### src/rtl/result_logger.sv
// Captures {op, result} from an upstream datapath when its cycle counter
// enters CAP_CYC, and queues the entries in a first-word-fall-through FIFO.
module result_logger #(
  parameter int WIDTH   = 8,
  parameter int DEPTH   = 4,
  parameter int CAP_CYC = 4
) (
  input  logic                     CLK,
  input  logic                     RESET_N,
  input  logic [1:0]               OP,
  input  logic [2:0]               CYCLE,
  input  logic [WIDTH-1:0]         DATA_IN,
  input  logic                     RD_READY,
  input  logic                     CLR_OVF,
  output logic                     RD_VALID,
  output logic [WIDTH+1:0]         RD_DATA,
  output logic [$clog2(DEPTH):0]   COUNT,
  output logic                     OVERFLOW
);

  localparam int AW = $clog2(DEPTH);
  localparam int CW = AW + 1;
  localparam logic [2:0]    CAP_VAL  = 3'(CAP_CYC);
  localparam logic [CW-1:0] FULL_VAL = CW'(DEPTH);

  logic [1:0]       op_q;
  logic [2:0]       cyc_q;
  logic [2:0]       cyc_prev;
  logic [WIDTH-1:0] data_q;

  logic [WIDTH+1:0] mem [DEPTH];
  logic [AW-1:0]    wr_ptr;
  logic [AW-1:0]    rd_ptr;
  logic [CW-1:0]    count_q;
  logic             ovf_q;

  logic capture;
  logic full;
  logic pop;
  logic push;
  logic drop;

  always_ff @(posedge CLK or negedge RESET_N) begin
    if (!RESET_N) begin
      op_q     <= '0;
      cyc_q    <= '0;
      cyc_prev <= '0;
      data_q   <= '0;
    end else begin
      op_q     <= OP;
      cyc_q    <= CYCLE;
      cyc_prev <= cyc_q;
      data_q   <= DATA_IN;
    end
  end

  // Edge-detect on the registered counter so a held CAP_CYC captures once.
  always_comb begin
    capture  = (cyc_q == CAP_VAL) && (cyc_prev != CAP_VAL) && (op_q != 2'b11);
    full     = (count_q == FULL_VAL);
    RD_VALID = (count_q != '0);
    pop      = RD_VALID && RD_READY;
    push     = capture && (!full || pop);
    drop     = capture && full && !pop;
    RD_DATA  = RD_VALID ? mem[rd_ptr] : '0;
    COUNT    = count_q;
    OVERFLOW = ovf_q;
  end

  always_ff @(posedge CLK) begin
    if (push) begin
      mem[wr_ptr] <= {op_q, data_q};
    end
  end

  always_ff @(posedge CLK or negedge RESET_N) begin
    if (!RESET_N) begin
      wr_ptr  <= '0;
      rd_ptr  <= '0;
      count_q <= '0;
      ovf_q   <= 1'b0;
    end else begin
      if (push) wr_ptr <= wr_ptr + 1'b1;
      if (pop)  rd_ptr <= rd_ptr + 1'b1;
      case ({push, pop})
        2'b10:   count_q <= count_q + 1'b1;
        2'b01:   count_q <= count_q - 1'b1;
        default: count_q <= count_q;
      endcase
      // A new drop outranks a clear on the same edge.
      if (drop)         ovf_q <= 1'b1;
      else if (CLR_OVF) ovf_q <= 1'b0;
    end
  end

endmodule

### config.mk
export PLATFORM = sky130hd
export DESIGN_NAME = result_logger
export DESIGN_NICKNAME = d
export VERILOG_FILES = /design/src/rtl/result_logger.sv
export SDC_FILE = /design/constraint.sdc
export NUM_CORES = 1
export LEC_CHECK = 0
export CORE_MARGIN = 10
export CORE_UTILIZATION = 40
export DETAILED_ROUTE_END_ITERATION = 8
export DONT_BUFFER_PORTS = 1
export PLACE_DENSITY = 0.57
export RECOVER_POWER = 25
export SKIP_LAST_GASP = 1
export SYNTH_ARGS = -nofsm -noshare
export SYNTH_HDL_FRONTEND = slang
export SYNTH_SLANG_ARGS = --single-unit
### constraint.sdc
create_clock -name CLK -period 3.5 [get_ports CLK]
set_clock_uncertainty 0.05 [all_clocks]
set_input_delay 0.7 -clock CLK [delete_from_list [all_inputs] [get_ports CLK]]
set_output_delay 0.7 -clock CLK [all_outputs]
set_load 0.05 [all_outputs]
==> metrics.log <==
INFO  metric status = complete, no violations
INFO  metric cts_buffer_depth = 2
INFO  metric grt_max_degree = 25
INFO  metric synth.cell_area = 2420 sq um
INFO  metric report.final.setup_viol = 0
INFO  metric clock_sink_count = 64
INFO  metric crit-reg2reg-capture = COUNT[2]$_DFFE_PN0P_
INFO  metric drt_first_pass_iters = 4
INFO  metric drt.antenna.violating_nets = 0
INFO  metric cp_data_required_time = 2.75 ns
INFO  metric synth_area_leaders = sky130_fd_sc_hd__edfxtp_1, sky130_fd_sc_hd__dfrtp_1, sky130_fd_sc_hd__mux4_2
INFO  metric synth.most_common_cell = sky130_fd_sc_hd__edfxtp_1
INFO  metric layout.filler_cells = 521
INFO  metric synth-edff-count = 40
INFO  metric synth_cell_count_leaders = sky130_fd_sc_hd__edfxtp_1, sky130_fd_sc_hd__dfrtp_1, sky130_fd_sc_hd__mux4_2, sky130_fd_sc_hd__nor2b_1, sky130_fd_sc_hd__inv_1
INFO  metric critical_path_buf_inv_count = 1
INFO  metric min_from = cyc_q[1]$_DFF_PN0_
INFO  metric num_io_pins = 32
INFO  metric gp_congestion = 0.672
INFO  metric synthesis.area_per_instance = 18.7 sq um
INFO  metric power_density = 900 nW/um^2
INFO  metric tritoncts_clock_tree = done
INFO  metric cp_cell_sequence = mux4_2, nor2b_1, buf_4
INFO  metric final-hold-violation-count = 0
INFO  metric synthArstFlopShare = 37.5%
INFO  metric worstSkewPairLatency = 0.33 ns
INFO  metric tritoncts.num_buffers = 9
INFO  metric routed_wire_length_per_instance = 17.6 um
INFO  metric post-cts-setup-buffers = 0
INFO  metric antenna-diode-count = 0
INFO  metric initial_core_util = 41.1%
INFO  metric worst_hold_path.endpoint = cyc_prev[1]$_DFF_PN0_
INFO  metric ctsRootBufferMaster = sky130_fd_sc_hd__clkbuf_8
INFO  metric report.final.slew_viol_count = 0
INFO  metric actual_transition_at_the_worst_max_transition_pin = 1.30 ns
INFO  metric period_minus_slack = 2.81 ns
INFO  metric worstHoldPathType = reg -> reg
INFO  metric initialDrtViolationCount = 60
INFO  metric placement.cell_area = 2580 sq um
INFO  metric dr_total_vias = 1152
INFO  metric wire_length_of_the_first_global_routing_pass = 6.52 mm
INFO  metric syn2layout_area_growth = 16.6%
INFO  metric dp.final_hpwl = 2.67 mm
INFO  metric critPathArrivalTime = 2.06 ns
INFO  metric r2r_start = COUNT[0]$_DFFE_PN0P_
INFO  metric setup.worst_path.class = reg -> out
INFO  metric crit_path_start_kind = register
INFO  metric regToRegSetupSlack = 1.09 ns
INFO  metric seq_cells_post_synth = 64
INFO  metric routed_wirelength = 4.02 mm
INFO  metric final_min_period_over_clock_period = 80.3%
INFO  metric core.rowCount = 28
INFO  metric cts_hold_repair.buffers = 1
INFO  metric syn-instance-count = 129
INFO  metric critical_path.max_fanout = 12
INFO  metric grt_setup_unrepaired = false
INFO  metric yosys_warnings = 0
INFO  metric fin_total_pwr = 2.53 mW
INFO  metric grt.overflow.total = 0
INFO  metric synth-seq-area-share = 74.6%
INFO  metric crit_path_end_kind = output pin
INFO  metric synthFlopType = sky130_fd_sc_hd__edfxtp_1
INFO  metric remaining_drc_errors = 0
INFO  metric crit_path_max_incr_delay = 0.80 ns
INFO  metric dieArea = 9550 sq um
INFO  metric ctsHtreeMaxLevel = 3
INFO  metric antenna_found_initial = 0
INFO  metric netlist-cell-type-count = 29
INFO  metric port_buffers = 0
INFO  metric grt_util_all_layers = 9.00%
INFO  metric fin_nets = 171
INFO  metric die_height = 97.7 um
INFO  metric cp_top_family = flip-flops
INFO  metric yosysTopAreaCellShare = 49.7%
INFO  metric synth.net_count = 151
INFO  metric maxSlewHeadroom = 13.5%
INFO  metric core-area = 5890 sq um
INFO  metric layout.core_utilization = 47.9%
INFO  metric finalSetupTns = 0 ns
INFO  metric power.leakage = 1.05 nW
INFO  metric peakVddDrop = 344 uV
INFO  metric final_area = 2820 sq um
INFO  metric layout-drive-gt1-share = 26.0%
INFO  metric worst_path_max_delay_cell = sky130_fd_sc_hd__dfrtp_1
INFO  metric avgViaCountPerCell = 5.03
INFO  metric path_clk_slew = 0.07 ns
INFO  metric min_delay_path_depth = 0
INFO  metric yosys.area.top_type = sky130_fd_sc_hd__edfxtp_1
INFO  metric max_cap_violations = 0
INFO  metric number_of_global_route_vias_before_repair = 1251
INFO  metric die_extent_in_x = 97.7 um
INFO  metric r2r_cells = 7
INFO  metric clock.fmax = 0.356 GHz
INFO  metric cts-resized-gates = 0
## worst max-delay path by stage
stage                                     start         end  slack [ns]  cells after the start
final                     rd_ptr[0]$_DFFE_PN0N_  RD_DATA[8]        0.69                      3
after global routing      rd_ptr[0]$_DFFE_PN0N_  RD_DATA[8]        0.55                      3
after CTS                 rd_ptr[0]$_DFFE_PN0N_  RD_DATA[8]        0.62                      3
after detailed placement  rd_ptr[0]$_DFFE_PN0N_  RD_DATA[8]         1.0                      3
after global placement    rd_ptr[0]$_DFFE_PN0N_  RD_DATA[8]        1.01                      3
after floorplan            COUNT[0]$_DFFE_PN0P_  RD_DATA[0]         1.0                      3
## where the power goes
part | internal [mW] | switching [mW] | total, mW
combinational | 0.310 | 0.460 | 0.770
sequential | 0.873 | 0.185 | 1.06
clock | 0.422 | 0.285 | 0.707
total | 1.61 | 0.929 | 2.53
## worst reg2reg max path, cell delays in order, from the launching register on
cell and delay, ns:
sky130_fd_sc_hd__dfrtp_1 0.75, sky130_fd_sc_hd__o31ai_1 0.26, sky130_fd_sc_hd__a31oi_1 0.32, sky130_fd_sc_hd__inv_1 0.10, sky130_fd_sc_hd__fa_1 0.39, sky130_fd_sc_hd__nor2_1 0.12, sky130_fd_sc_hd__a32o_1 0.19, sky130_fd_sc_hd__xor2_1 0.15
## layout make-up
| class | instances | area [sq um] | share of cell area, % |
|---|---|---|---|
| well taps | 75 | 93.8 | 3.33 |
| multi-input cells | 54 | 571 | 20.3 |
| repair buffers | 13 | 93.8 | 3.33 |
| clock buffers | 10 | 138 | 4.89 |
| clock inverters | 6 | 92.6 | 3.29 |
| inverters | 7 | 26.3 | 0.933 |
| flip-flops and latches | 64 | 1800 | 64.0 |
## per-layer routing
metal  wire length (um)  share of wire, %  track usage [%]  vias up
met4                112               2.8             7.05        0
met2               2040                51             14.2       28
met5                  0                 0                0        -
li1                   -                 -                -      524
met1               1590                40             9.21      590
met3                281               7.0             3.98       10
## cells in the final DEF, fill, tap and decap left out, drive strengths merged
master	n
clkinvlp	2
nor2	1
nor3	1
fa	1
nor3b	1
dfrtp	24
bufinv	2
o22ai	1
nor2b	10
buf	12
and2	2
clkbuf	11
inv	7
a31oi	1
nand2	2
o31ai	1
xor2	1
a41oi	1
nand3	2
ha	4
mux2i	1
mux4	10
o21ai	1
a32o	1
xnor2	4
o31a	1
and3	5
or3b	1
or4b	1
clkinv	2
edfxtp	40
## logic make-up after synthesis
logic type | synth area share, %
DFF | 74.6
and+or+nand+nor | 6.68
buffers and inverters | 1.81
muxes | 9.74
AOI/OAI and AO/OA | 2.49
xor gates and xnor gates | 1.81
adders and majority gates | 2.90
## metrics by stage
stage                     std cells  hold WS, ns  setup slack, ns
after floorplan                 129        0.296            0.995
after global placement          212        0.303             1.01
after detailed placement        212        0.313            0.999
after CTS                       229        0.109            0.624
after global routing            229        0.309            0.552
final                           229        0.329            0.688
## registers in the layout, summed over array words and instances (netlist names)
signal and flops:
COUNT 3, OVERFLOW 1, cyc_prev 3, cyc_q 3, data_q 8, mem 40
op_q 2, rd_ptr 2, wr_ptr 2
(Power assumes the default switching activity.)
